$ cat src/rtl/mux_arb_pkg.sv
// Shared types and the round-robin pick function for the 4:1 mux arbiter.
// The hold-timeout feature in the arbiter is enabled with ARB_TIMEOUT_EN.
package mux_arb_pkg;

    localparam int N_REQ = 4;

    typedef enum logic {
        IDLE  = 1'b0,
        GRANT = 1'b1
    } arb_state_t;

    typedef logic [1:0] sel_t;

    // First set request scanning upward from ptr+1 with wrap; ptr itself has lowest priority.
    function automatic sel_t rr_pick(input logic [N_REQ-1:0] req, input sel_t ptr);
        sel_t idx;
        logic found;
        rr_pick = ptr;
        found   = 1'b0;
        for (int i = 1; i <= N_REQ; i++) begin
            idx = ptr + sel_t'(i);
            if (!found && req[idx]) begin
                rr_pick = idx;
                found   = 1'b1;
            end
        end
    endfunction

    function automatic logic [N_REQ-1:0] onehot(input sel_t idx);
        onehot      = '0;
        onehot[idx] = 1'b1;
    endfunction

endpackage

$ cat src/rtl/mux_4x1_v2.sv
// Plain case-based 4:1 bit multiplexer; select is {s0,s1} with s0 as MSB.
module mux_4x1_v2 (
    input  logic [3:0] x,
    input  logic       s0,
    input  logic       s1,
    output logic       y
);

    always_comb begin
        y = 1'b0;
        case ({s0, s1})
            2'b00: y = x[0];
            2'b01: y = x[1];
            2'b10: y = x[2];
            2'b11: y = x[3];
            default: y = 1'b0;
        endcase
    end

endmodule

$ cat src/rtl/mux_4x1_rr_arbiter.sv
// Round-robin arbiter sharing one 4:1 bit mux among four requesters.
// Define ARB_TIMEOUT_EN to force a handover after MAX_HOLD consecutive owned cycles.
//
// state | meaning
// IDLE  | no grant active; waiting for any request
// GRANT | one requester owns the mux; gnt/select/valid asserted
module mux_4x1_rr_arbiter
    import mux_arb_pkg::*;
#(
    parameter int MAX_HOLD = 8
) (
    input  logic             clk,
    input  logic             reset,
    input  logic [N_REQ-1:0] req,
    input  logic [N_REQ-1:0] x,
    output logic [N_REQ-1:0] gnt,
    output logic             s0,
    output logic             s1,
    output logic             valid,
    output logic             f
);

    if (MAX_HOLD < 2 || MAX_HOLD > 255) begin : g_bad_max_hold
        $error("MAX_HOLD out of range 2..255");
    end

    arb_state_t       state, nxt_state;
    sel_t             sel, nxt_sel;
    sel_t             ptr, nxt_ptr;
    logic [N_REQ-1:0] gnt_q, nxt_gnt;
    logic [N_REQ-1:0] others;
    logic             owner_req;
    logic             hold_expired;
    sel_t             pick_idle, pick_other;
    logic             mux_y;

`ifdef ARB_TIMEOUT_EN
    localparam logic [7:0] HOLD_LAST = 8'(MAX_HOLD - 1);
    logic [7:0] cnt, nxt_cnt;
    assign hold_expired = (cnt == HOLD_LAST);
`else
    assign hold_expired = 1'b0;
`endif

    // Owner is excluded from the handover pick so a timeout never re-picks itself.
    assign owner_req  = req[sel];
    assign others     = req & ~onehot(sel);
    assign pick_idle  = rr_pick(req, ptr);
    assign pick_other = rr_pick(others, sel);

    always_ff @(posedge clk or posedge reset) begin
        if (reset) begin
            state <= IDLE;
            sel   <= 2'd0;
            ptr   <= 2'd3;
            gnt_q <= '0;
`ifdef ARB_TIMEOUT_EN
            cnt   <= '0;
`endif
        end else begin
            state <= nxt_state;
            sel   <= nxt_sel;
            ptr   <= nxt_ptr;
            gnt_q <= nxt_gnt;
`ifdef ARB_TIMEOUT_EN
            cnt   <= nxt_cnt;
`endif
        end
    end

    always_comb begin
        nxt_state = state;
        nxt_sel   = sel;
        nxt_ptr   = ptr;
        nxt_gnt   = gnt_q;
`ifdef ARB_TIMEOUT_EN
        nxt_cnt   = cnt;
`endif
        case (state)
            IDLE: begin
                if (|req) begin
                    nxt_state = GRANT;
                    nxt_sel   = pick_idle;
                    nxt_ptr   = pick_idle;
                    nxt_gnt   = onehot(pick_idle);
`ifdef ARB_TIMEOUT_EN
                    nxt_cnt   = '0;
`endif
                end
            end
            GRANT: begin
                if (owner_req && !hold_expired) begin
`ifdef ARB_TIMEOUT_EN
                    if (cnt != 8'hFF) nxt_cnt = cnt + 8'd1;
`endif
                end else if (|others) begin
                    nxt_sel = pick_other;
                    nxt_ptr = pick_other;
                    nxt_gnt = onehot(pick_other);
`ifdef ARB_TIMEOUT_EN
                    nxt_cnt = '0;
`endif
                end else if (owner_req) begin
`ifdef ARB_TIMEOUT_EN
                    nxt_cnt = '0;
`endif
                end else begin
                    // Select deliberately keeps its last value when going idle.
                    nxt_state = IDLE;
                    nxt_gnt   = '0;
`ifdef ARB_TIMEOUT_EN
                    nxt_cnt   = '0;
`endif
                end
            end
            default: begin
                nxt_state = IDLE;
                nxt_gnt   = '0;
            end
        endcase
    end

    mux_4x1_v2 u_mux (
        .x  (x),
        .s0 (sel[1]),
        .s1 (sel[0]),
        .y  (mux_y)
    );

    always_comb begin
        valid = (state == GRANT);
        gnt   = gnt_q;
        s0    = sel[1];
        s1    = sel[0];
        f     = valid & mux_y;
    end

endmodule

$ cat config.mk
export PLATFORM = sky130hd
export DESIGN_NAME = mux_4x1_rr_arbiter
export DESIGN_NICKNAME = d
export VERILOG_FILES = /design/src/rtl/mux_arb_pkg.sv /design/src/rtl/mux_4x1_v2.sv /design/src/rtl/mux_4x1_rr_arbiter.sv
export SDC_FILE = /design/constraint.sdc
export NUM_CORES = 1
export LEC_CHECK = 0
export BUFFER_PORTS_ARGS = -buffer_cell sky130_fd_sc_hd__clkbuf_2
export CAP_MARGIN = 20
export CORE_MARGIN = 2
export CORE_UTILIZATION = 53
export CTS_BUF_LIST = sky130_fd_sc_hd__clkbuf_16
export DETAILED_ROUTE_END_ITERATION = 8
export PLACE_DENSITY = 0.77
export SYNTH_ARGS = -nofsm -noshare
export SYNTH_HDL_FRONTEND = slang
export SYNTH_SLANG_ARGS = --single-unit
$ cat constraint.sdc
create_clock -name clk -period 2.7 [get_ports clk]
set_input_delay 0.27 -clock clk [delete_from_list [all_inputs] [get_ports clk]]
set_output_delay 0.27 -clock clk [all_outputs]
set_load 0.02 [all_outputs]
# After elaboration in Yosys (flattened, before gate mapping)
# Index checks and enable logic that the tools add are counted.
# totals
in_bits	10
regBits	9
output_inout_bits	8
elab_cells	104
# op_classes
n_mux	51
reduce_logical	20
eq_ne	6
magnitude_cmp	13
n_addsub	6
n_bitwise	4
# op_table
op	n
$lt A2 B3 Y1 const B	10
$mux W2	11
$mux W1	21
$bmux W1 S2	9
$mux W4	3
$logic_and A1 B1 Y1	9
$add A2 B2 Y2 const B	4
$pmux W4 S2	1
$reduce_or A4 Y1	2
$demux W1 S2	3
$ge A2 B1 Y1 const B	3
$logic_not A1 Y1	6
$add A2 B1 Y2 const B	2
$and A4 B4 Y4	1
$eq A2 B2 Y1 const B	2
$ne A2 B2 Y1 const B	2
$not A4 Y4	1
$pmux W1 S4	1
$pmux W2 S2	1
$reduce_and A3 Y1	1
$eq A2 B1 Y1 const B	1
$logic_not A2 Y1	1
$ne A2 B1 Y1 const B	1
$pmux W1 S2	1
other kinds (3)	3

# Logic depth before layout (Yosys ltp)
# Gate-level depths: netlist (run 1).
# depth
depth_word	25
mapped_depth	8
mapped_depth_nobuf	7

# Hierarchy
# A second synthesis (run 1) with hierarchy kept.
# unflattened
cells_unflattened	118
hier_area_um2	1018.5
# by_module_without_submodules
module	cells_each	seq_area_each_um2	area_per_inst_um2	instances
mux_4x1_rr_arbiter	117	227.7	996.0	1
mux_4x1_v2	1	0.0	22.5	1

# Least setup slack after synthesis (run 1)
# No wires, ideal clock.
# synth_timing
kind	register to register
start	register sel[1]
end	register sel[0]
stages_incl_launch_ff	8
slack_ns	0.462
arrival_time_ns	2.111
setup_time_ns	0.128
required_ns	2.572
path_buffers	0
synth_period_minus_slack_ns	2.238
cell_sequence	dfrtp_1 > inv_1 > ha_1 > and2b_1 > mux4_2 > or3b_1 > a311oi_1 > nor3_1
# synth_between
elab_chain_len	21
elab_cells_between_ends	40
cone_classes	add/sub (3); order compare (2); eq/ne (2); mux (22); bitwise (2); reduce/logical (9)
# synth_rtl
element	line_no	source
start, declared	mux_4x1_rr_arbiter.sv:28	sel_t sel, nxt_sel;
start signal, assigned	mux_4x1_rr_arbiter.sv:62	sel <= nxt_sel;
$lt A2 B3 Y1 (implied by the code) / $ge A2 B1 Y1 (equally long branches)	mux_arb_pkg.sv:31	onehot[idx] = 1'b1;
$logic_and A1 B1 Y1 (implied by the code)	mux_arb_pkg.sv:31	
$mux W1 (implied by the code)	mux_arb_pkg.sv:31	
$demux W1 S2	mux_arb_pkg.sv:31	
$not A4 Y4	mux_4x1_rr_arbiter.sv:47	assign others = req & ~onehot(sel);
$and A4 B4 Y4	mux_4x1_rr_arbiter.sv:47	
$bmux W1 S2	mux_arb_pkg.sv:22	if (!found && req[idx]) begin
$mux W1 (implied by the code)	mux_arb_pkg.sv:22	
[5 not listed]	-	
$logic_and A1 B1 Y1	mux_arb_pkg.sv:22	
$mux W1	mux_arb_pkg.sv:22	
$logic_not A1 Y1	mux_arb_pkg.sv:22	
$logic_and A1 B1 Y1	mux_arb_pkg.sv:22	
$mux W2	mux_arb_pkg.sv:22	
$mux W2	mux_4x1_rr_arbiter.sv:96	end else if (|others) begin
$mux W2	mux_4x1_rr_arbiter.sv:92	if (owner_req && !hold_expired) begin
$pmux W2 S2	mux_4x1_rr_arbiter.sv:79	case (state)
# Several ways; a longest one is shown, not always the timed one. The select of a mux whose other input is x is not followed.
# A chain may end at the register's enable or synchronous reset.

# Final worst setup path (run 1)
# Same ends and word-level chain as after synthesis.

==> impl_metrics.ini, run 1 <==
[sta]
post-route-min-period_ps = 2330
post-route-period-util_pct = 86.29
fin_tns_setup_ps = 0
max_slew_margin_pct = 64.93
maxSlewViolCount = 0
fmax_mhz = 429.2
setup-violations-final = 0
fin_ws_ps = 370.2
fin_skew_ps = 2.404
worst_pin_slew_ps = 521.7
whs_ps = 525.1
hold_viol_final = 0
rsz0062_at_grt = no

[yosys]
syn_area_per_cell_um2 = 8.710
yosys.area.top_type = dfrtp_1
synth_area_um2 = 897.1
yosysMostFrequentCell = a21oi_1
ys_seq_area_share_pct = 25.38
synth_mux_area_share_pct = 7.252
synth_top_cell_area_share_pct = 19.53
synth_nets = 117
ys_types = 47
yosys-top-cells-count = a21oi_1, dfrtp_1, inv_1, nor2_1
synthTopCellsByArea = dfrtp_1, dfstp_2, ha_1, a21oi_1, mux4_2
synth_edf_count = 0
netlist_instances = 103
synth_compound_gate_area_share_pct = 24.13
synth_top_family_by_area = simple AND/OR/NAND/NOR gates
synth_ff_type = dfrtp_1
synth_fa_ha_area_share_pct = 5.579
yosys.area_share.simple_pct = 32.50
ys_ff_latch = 9
ys.warnings.count = 0
synth_xor_area_share_pct = 0
async_flop_share_pct = 100.0

[drt]
drc_errors = 0
drt-initial-drc-count = 49
ant_nets = 0
wire_per_inst_um = 15.35
first_pass_iters = 4
drt-vias-per-instance = 6.432
wl_um = 2134
via_count = 894

[cts]
post_cts_buffers = 0
root_buffer = clkbuf_16
cts.sinks = 9
clkTransAtPathRegs_ps = 40
numCtsBuffers = 3
worstSkewPairLatency_ps = 230
cts_tree = built
h-tree-depth = 1
clockBufferDepth = 2

[floorplanning]
core_area_mm2 = 0.001541
row_count = 14
ios = 18
die_w_um = 45.14
die_y_um = 45.14
die-area_mm2 = 0.002038
start_util_pct = 58.20

[finish]
drive_gt1_share_pct = 28.46
nets = 138
n_antenna_cell = 0
synthToLayoutAreaGrowth_pct = 20.64

[worst_hold_path]
hold_class = input port to asynchronous set/reset pin

[global_routing]
gr-usage-all-layers_pct = 23.94
antenna_found_initial = 0
grt_pass1_vias = 775
grt_pass1_wl_um = 3532
grt_max_degree = 13
grt-ovfl-total = 0

[worst_setup_path]
arrival_ps = 2440
crit_required_ps = 2810
crit_path_top_delay_cell = dfrtp_1
start_kind = flip-flop
crit_fanout = 8
end_kind = flip-flop
slowest_delay_ps = 480
crit_chain = inv_1, ha_1, and2b_1, mux4_2, or3b_1, a311oi_1, nor3_1
critPathKind = flip-flop to flip-flop

[run_status]
status = finished clean

[place]
portBuffers = 17
gp_congestion = 0.9504
dpl.hpwl_um = 1607
dpl_worst_slack_ps = 372.0

[pwr]
ir_drop_v = 0.0007059
power_density_mw_per_mm2 = 1481
p_leak_nw = 0.5017

[run]
drv_cap = 0
-- logic make-up (layout without fill, tap and decap cells) --
family	Yosys count	count (layout)
and+or+nand+nor	45	45
buffers and inverters	10	30
DFF	9	9
muxes	4	4
AOI/OAI and AO/OA	31	31
adders and majority gates	4	4
-- final timing paths --
path	from	endpoint	slack, ps	cells after the start
worst max-delay path	sel[1]$_DFFE_PP0P_	sel[0]$_DFFE_PP0P_	370	7
worst min-delay path	reset	sel[1]$_DFFE_PP0P_	530	3
worst max register to register	sel[1]$_DFFE_PP0P_	sel[0]$_DFFE_PP0P_	370	7
worst min register to register	gnt[0]$_DFFE_PP0P_	gnt[0]$_DFFE_PP0P_	530	2
max in group asynchronous	reset	ptr[1]$_DFFE_PP1P_	1870	3
min in group clk	gnt[0]$_DFFE_PP0P_	gnt[0]$_DFFE_PP0P_	530	2
-- sequential cells by signal, indices dropped and copies added (netlist names) --
register	count
ptr	2
gnt	4
valid	1
sel	2
-- where the power goes --
group | switching (mW) | total (mW) | internal, mW
Combinational | 0.607 | 1.05 | 0.444
Clock | 0.0594 | 0.252 | 0.193
Sequential | 0.0832 | 0.300 | 0.217
-- placed cells by master (no fill, tap or decap), types with 3 or more instances in the layout --
cell type,synthesis,routed
nor2_1,6,6
inv_1,6,7
o22ai_1,3,3
clkbuf_16,0,3
nor3_1,5,5
nand3b_1,4,4
clkbuf_2,0,17
dfrtp_1,7,7
nand3_1,5,5
or3_1,3,3
nand2b_1,3,3
nand2_1,3,3
ha_1,4,4
a21oi_1,9,9
-- critical path, delay by kind of cell (launching register included) --
kind | cells | cell delay (ps)
AND/OR/NAND/NOR | 3 | 730
flip-flops | 1 | 480
multiplexers | 1 | 310
adder cells (fa/ha/maj) | 1 | 260
AO/OA/AOI/OAI | 1 | 270
buffers and inverters | 1 | 170
-- area by class of cell --
cell class / instances / area (um2)
Fill cell: 131 / 459.2
Timing Repair Buffer: 20 / 110.1
Inverter: 6 / 22.52
Clock inverter: 1 / 3.754
Sequential cell: 9 / 227.7
Clock buffer: 3 / 75.07
Tap cell: 16 / 20.02
Multi-Input combinational cell: 84 / 623.1
-- repair_timing --
item / CTS / global route
hold endpoints to repair: 7 / 0
hold buffers: 1 / 0
gates resized for setup: 0 / 0
-- stage by stage --
stage	cell area (um2)	power, mW	instances	util, %
2_1_floorplan	897.1	1.107	103	-
3_3_place_gp	993.5	1.301	134	64.45
3_5_place_dp	993.5	1.321	134	64.45
4_1_cts	1082	1.595	139	70.21
5_1_grt	1082	1.720	139	70.21
6_report	1082	1.603	139	70.21
-- metal layers --
layer	wire length (um)	vias to the layer above	share of wire (%)	track usage, %
met5	0	-	0	0
met4	34	0	1.6	8.824
met3	156	4	7.3	4.000
met2	879	42	41	33.71
met1	1063	416	50	36.43
li1	-	432	-	-
(Power assumes the default switching activity.)
==> run 2: changes to the inputs <==
Settings changed: CORE_UTILIZATION 53 to 57, PLACE_DENSITY 0.77 to 0.82.
Clock period 2.7 ns to 2.95 ns, I/O delays scaled along.
==> impl_metrics.ini, run 2 (synthesis results as in run 1) <==
[run_status]
status = finished clean

[worst_setup_path]
crit_fanout = 8
r2r_slack_ps = 570
reg2reg_depth = 7
arrival_ps = 2490
start_kind = flip-flop
crit_required_ps = 3060
r2r_end = sel[0]$_DFFE_PP0P_
end_kind = flip-flop
critPathKind = flip-flop to flip-flop
reg2reg_from = sel[1]$_DFFE_PP0P_

[cts]
clkTransAtPathRegs_ps = 40
cts_tree = built
h-tree-depth = 1
cts.sinks = 9
clockBufferDepth = 2
worstSkewPairLatency_ps = 230
cts_resized = 0
post_cts_buffers = 0
ctsHoldBuffers = 0
numCtsBuffers = 3
root_buffer = clkbuf_16

[floorplanning]
ios = 18
die-area_mm2 = 0.001907
die_w_um = 43.67
start_util_pct = 60.25
core_area_mm2 = 0.001489
row_count = 14
die_y_um = 43.67

[finish]
n_antenna_cell = 0
stdcell_count = 138
synthToLayoutAreaGrowth_pct = 19.53
largest_reg_flops = 4
final_core_util_pct = 72.02
nets = 137
layout_commonest_cell = clkbuf_2
final_cell_mix = clkbuf_2, a21oi_1, inv_1, dfrtp_1, nor2_1
drive_gt1_share_pct = 28.69
design_area_mm2 = 0.001072

[worst_hold_path]
hold_class = input port to asynchronous set/reset pin

[sta]
fmax_mhz = 419.4
hold_viol_final = 0
post-route-period-util_pct = 80.83
rsz0062_at_grt = no
post-route-min-period_ps = 2384
fin_skew_ps = 1.194
setup-violations-final = 0
maxSlewViolCount = 0
worst_pin_slew_ps = 466.7
fin_tns_setup_ps = 0
max_slew_margin_pct = 68.62

[global_routing]
antenna_found_initial = 0
grt-ovfl-total = 0
grt_max_degree = 13
grt_pass1_vias = 830
grt_pass1_wl_um = 3663
gr-usage-all-layers_pct = 25.15

[drt]
drc_errors = 0
ant_nets = 0
drt-vias-per-instance = 6.435
wire_per_inst_um = 15.33
drt-initial-drc-count = 35
wl_um = 2116
via_count = 888
first_pass_iters = 4

[pwr]
power_density_mw_per_mm2 = 1374
p_leak_nw = 0.4975
ir_drop_v = 0.0006965
p_total_mw = 1.473

[place]
post_dp_cell_area_um2 = 993.5
placedCellCount = 134
gp_congestion = 0.8359
portBuffers = 17
dpl.hpwl_um = 1599

[run]
drv_cap = 0
## run 2: cell types whose count changed in the layout (fill, tap and decap cells not counted)
cell           before  now
dlygate4sd3_1       1    0
## run 2: area by class of cell
cell class,count,area (um2)
flip-flops and latches,9,227.7
clock buffers,3,75.07
fillers,122,416.7
well taps,16,20.02
inverters,6,22.52
repair buffers,19,100.1
multi-input cells,84,623.1
clock inverters,1,3.754
## run 2: stage by stage
step | hold WS, ps | setup WS, ps
finish | 2.015 | 565.5
floorplan | 121.5 | 711.6
global placement | 246.1 | 684.4
CTS | 7.550 | 579.5
detailed placement | 252.9 | 582.3
global route | 37.91 | 420.5
## run 2: how the worst max path moves through the flow
stage / startpoint / end / slack (ps)
after floorplan: sel[1]$_DFFE_PP0P_ / sel[0]$_DFFE_PP0P_ / 710
after global placement: sel[1]$_DFFE_PP0P_ / sel[0]$_DFFE_PP0P_ / 680
after detailed placement: sel[1]$_DFFE_PP0P_ / sel[0]$_DFFE_PP0P_ / 580
after CTS: sel[1]$_DFFE_PP0P_ / sel[0]$_DFFE_PP0P_ / 580
after global routing: sel[1]$_DFFE_PP0P_ / sel[0]$_DFFE_PP0P_ / 420
final: sel[1]$_DFFE_PP0P_ / sel[0]$_DFFE_PP0P_ / 570
## run 2: worst max-delay path, cell delays in order (launching register included)
cell,delay [ps]
dfrtp_1,490
inv_1,170
ha_1,250
and2b_1,270
mux4_2,310
or3b_1,400
a311oi_1,290
nor3_1,80
## run 2: per-layer routing
| layer | global-route usage [%] | part of all wire (%) |
|---|---|---|
| met1 | 34.65 | 47 |
| met2 | 41.76 | 49 |
| met3 | 6.250 | 3.3 |
| met4 | 1.818 | 0 |
| met5 | 0 | 0 |
## run 2: power breakdown
part | switching, mW | leakage [nW] | internal, mW
sequential | 0.0800 | 0.106 | 0.199
clock | 0.0570 | 0.0423 | 0.177
combinational | 0.555 | 0.349 | 0.405
total | 0.692 | 0.498 | 0.781
==> run 3: changes to the inputs <==
Settings changed: CORE_UTILIZATION 57 to 53, PLACE_DENSITY 0.82 to 0.77.
Clock period 2.95 ns to 2.2 ns, I/O delays scaled along.
==> impl_metrics.ini, run 3 (synthesis results as in run 1) <==
[run_status]
status = finished with violations
failed_checks = negative setup slack

[worst_setup_path]
endpoint = sel[0]$_DFFE_PP0P_
slowest_delay_ps = 510
critPathKind = flip-flop to flip-flop
arrival_ps = 2370
r2r_end = sel[0]$_DFFE_PP0P_
r2r_slack_ps = -30
start_kind = flip-flop
cp.depth = 7
crit_required_ps = 2340
crit_chain = inv_4, ha_4, and2b_2, mux4_2, or3b_4, a311oi_2, nor3_2
crit_path_top_delay_cell = mux4_2
end_kind = flip-flop
crit_buf_inv = 1
crit_fanout = 6
cp_top_family = simple AND/OR/NAND/NOR gates
reg2reg_from = sel[1]$_DFFE_PP0P_
setup.worst_path.start = sel[1]$_DFFE_PP0P_
reg2reg_depth = 7

[pwr]
ir_drop_v = 0.001379
p_leak_nw = 0.5403
power_density_mw_per_mm2 = 1928
p_total_mw = 2.325

[sta]
post-route-period-util_pct = 101.4
fmax_mhz = 448.2
rsz0062_at_grt = yes
setup-violations-final = 1
worst_pin_slew_ps = 527.8
fin_ws_ps = -31.27
max_slew_margin_pct = 64.35
hold_viol_final = 0
post-route-min-period_ps = 2231
fin_skew_ps = 2.401
whs_ps = 491.6
maxSlewViolCount = 0

[floorplanning]
core_area_mm2 = 0.001541
die_w_um = 45.14
ios = 18
die-area_mm2 = 0.002038
die_y_um = 45.14
start_util_pct = 58.20
row_count = 14

[cts]
clockBufferDepth = 2
h-tree-depth = 1
numCtsBuffers = 3
root_buffer = clkbuf_16
cts.sinks = 9
clkTransAtPathRegs_ps = 40
cts_tree = built
worstSkewPairLatency_ps = 240

[finish]
nets = 146
n_antenna_cell = 0
layout_commonest_cell = clkbuf_2
nFillCells = 103
final_cell_mix = clkbuf_2, buf_4, a21oi_1, nor2_1
final_core_util_pct = 78.25
multi_input_area_um2 = 679.4
largest_reg_flops = 4
area.sequential_um2 = 230.2
drive_gt1_share_pct = 42.75
stdcell_count = 147
synthToLayoutAreaGrowth_pct = 34.45

[global_routing]
grt_use_met2_pct = 36.00
top_usage_layer = met1
gr-usage-met1_pct = 36.00
gr-usage-all-layers_pct = 24.81
grt_pass1_vias = 786
grt_max_degree = 14
met3_usage_pct = 5.600
grt_pass1_wl_um = 3657
grt-ovfl-total = 0
antenna_found_initial = 0

[drt]
drt-initial-drc-count = 67
first_pass_iters = 4
drt-vias-per-instance = 6.755
ant_nets = 0
via_count = 993
wl_um = 2786
wire_per_inst_um = 18.95
drc_errors = 0

[place]
dpl_worst_slack_ps = -26.74
placedCellCount = 136
gp_congestion = 0.9227
portBuffers = 17
dpl.hpwl_um = 1665

[worst_hold_path]
hold_class = input port to asynchronous set/reset pin

[run]
drv_cap = 0
[run 3: changes by cell type in the layout (fill, tap and decap cells not counted), sizes merged]
cell and change:
buf +8, dlygate4sd3 +1
[run 3: worst register-to-register path: stages (launching register included)]
cell	delay, ps
dfrtp_2	470
inv_4	130
ha_4	150
and2b_2	250
mux4_2	510
or3b_4	280
a311oi_2	100
nor3_2	240
[run 3: final cells by class]
type	instances	share of cell area [%]
well taps	16	1.660
clock buffers	3	6.224
repair buffers	28	14.11
multi-input cells	84	56.33
clock inverters	1	0.3112
flip-flops and latches	9	19.09
inverters	6	2.282
[run 3: worst min path at each step]
stage                              end   start  slack (ps)
finish              gnt[2]$_DFFE_PP0P_   reset         490
global route        ptr[1]$_DFFE_PP1P_  req[1]         520
CTS                 ptr[1]$_DFFE_PP1P_  req[1]         440
detailed placement  gnt[3]$_DFFE_PP0P_   reset         180
global placement    gnt[3]$_DFFE_PP0P_   reset         180
floorplan           gnt[0]$_DFFE_PP0P_   reset          50
[run 3: metrics by stage]
step,setup TNS [ps],instance area (um2)
3_5_place_dp,-26.74,1011
6_report,-31.27,1206
4_1_cts,0,1104
2_1_floorplan,0,899.6
5_1_grt,-160.5,1206
3_3_place_gp,0,1011
[run 3: repair_timing]
action | 4_1_cts | 5_1_grt
gates resized for setup | 4 | 13
endpoints found under the hold margin | 7 | 0
setup buffers | 0 | 6
hold buffers | 1 | 0
pin swaps | 1 | 3
endpoints found under the setup margin | 1 | 7
[run 3: layer usage]
metal / up-vias / wire length (um)
met3: 23 / 326
met5: - / 0
met4: 0 / 106
li1: 453 / -
met2: 78 / 1217
met1: 439 / 1136
[run 3: where the power goes]
part	internal (mW)	switching [mW]
Clock	0.238	0.0868
Combinational	0.702	0.913
Sequential	0.271	0.114
Total	1.21	1.11
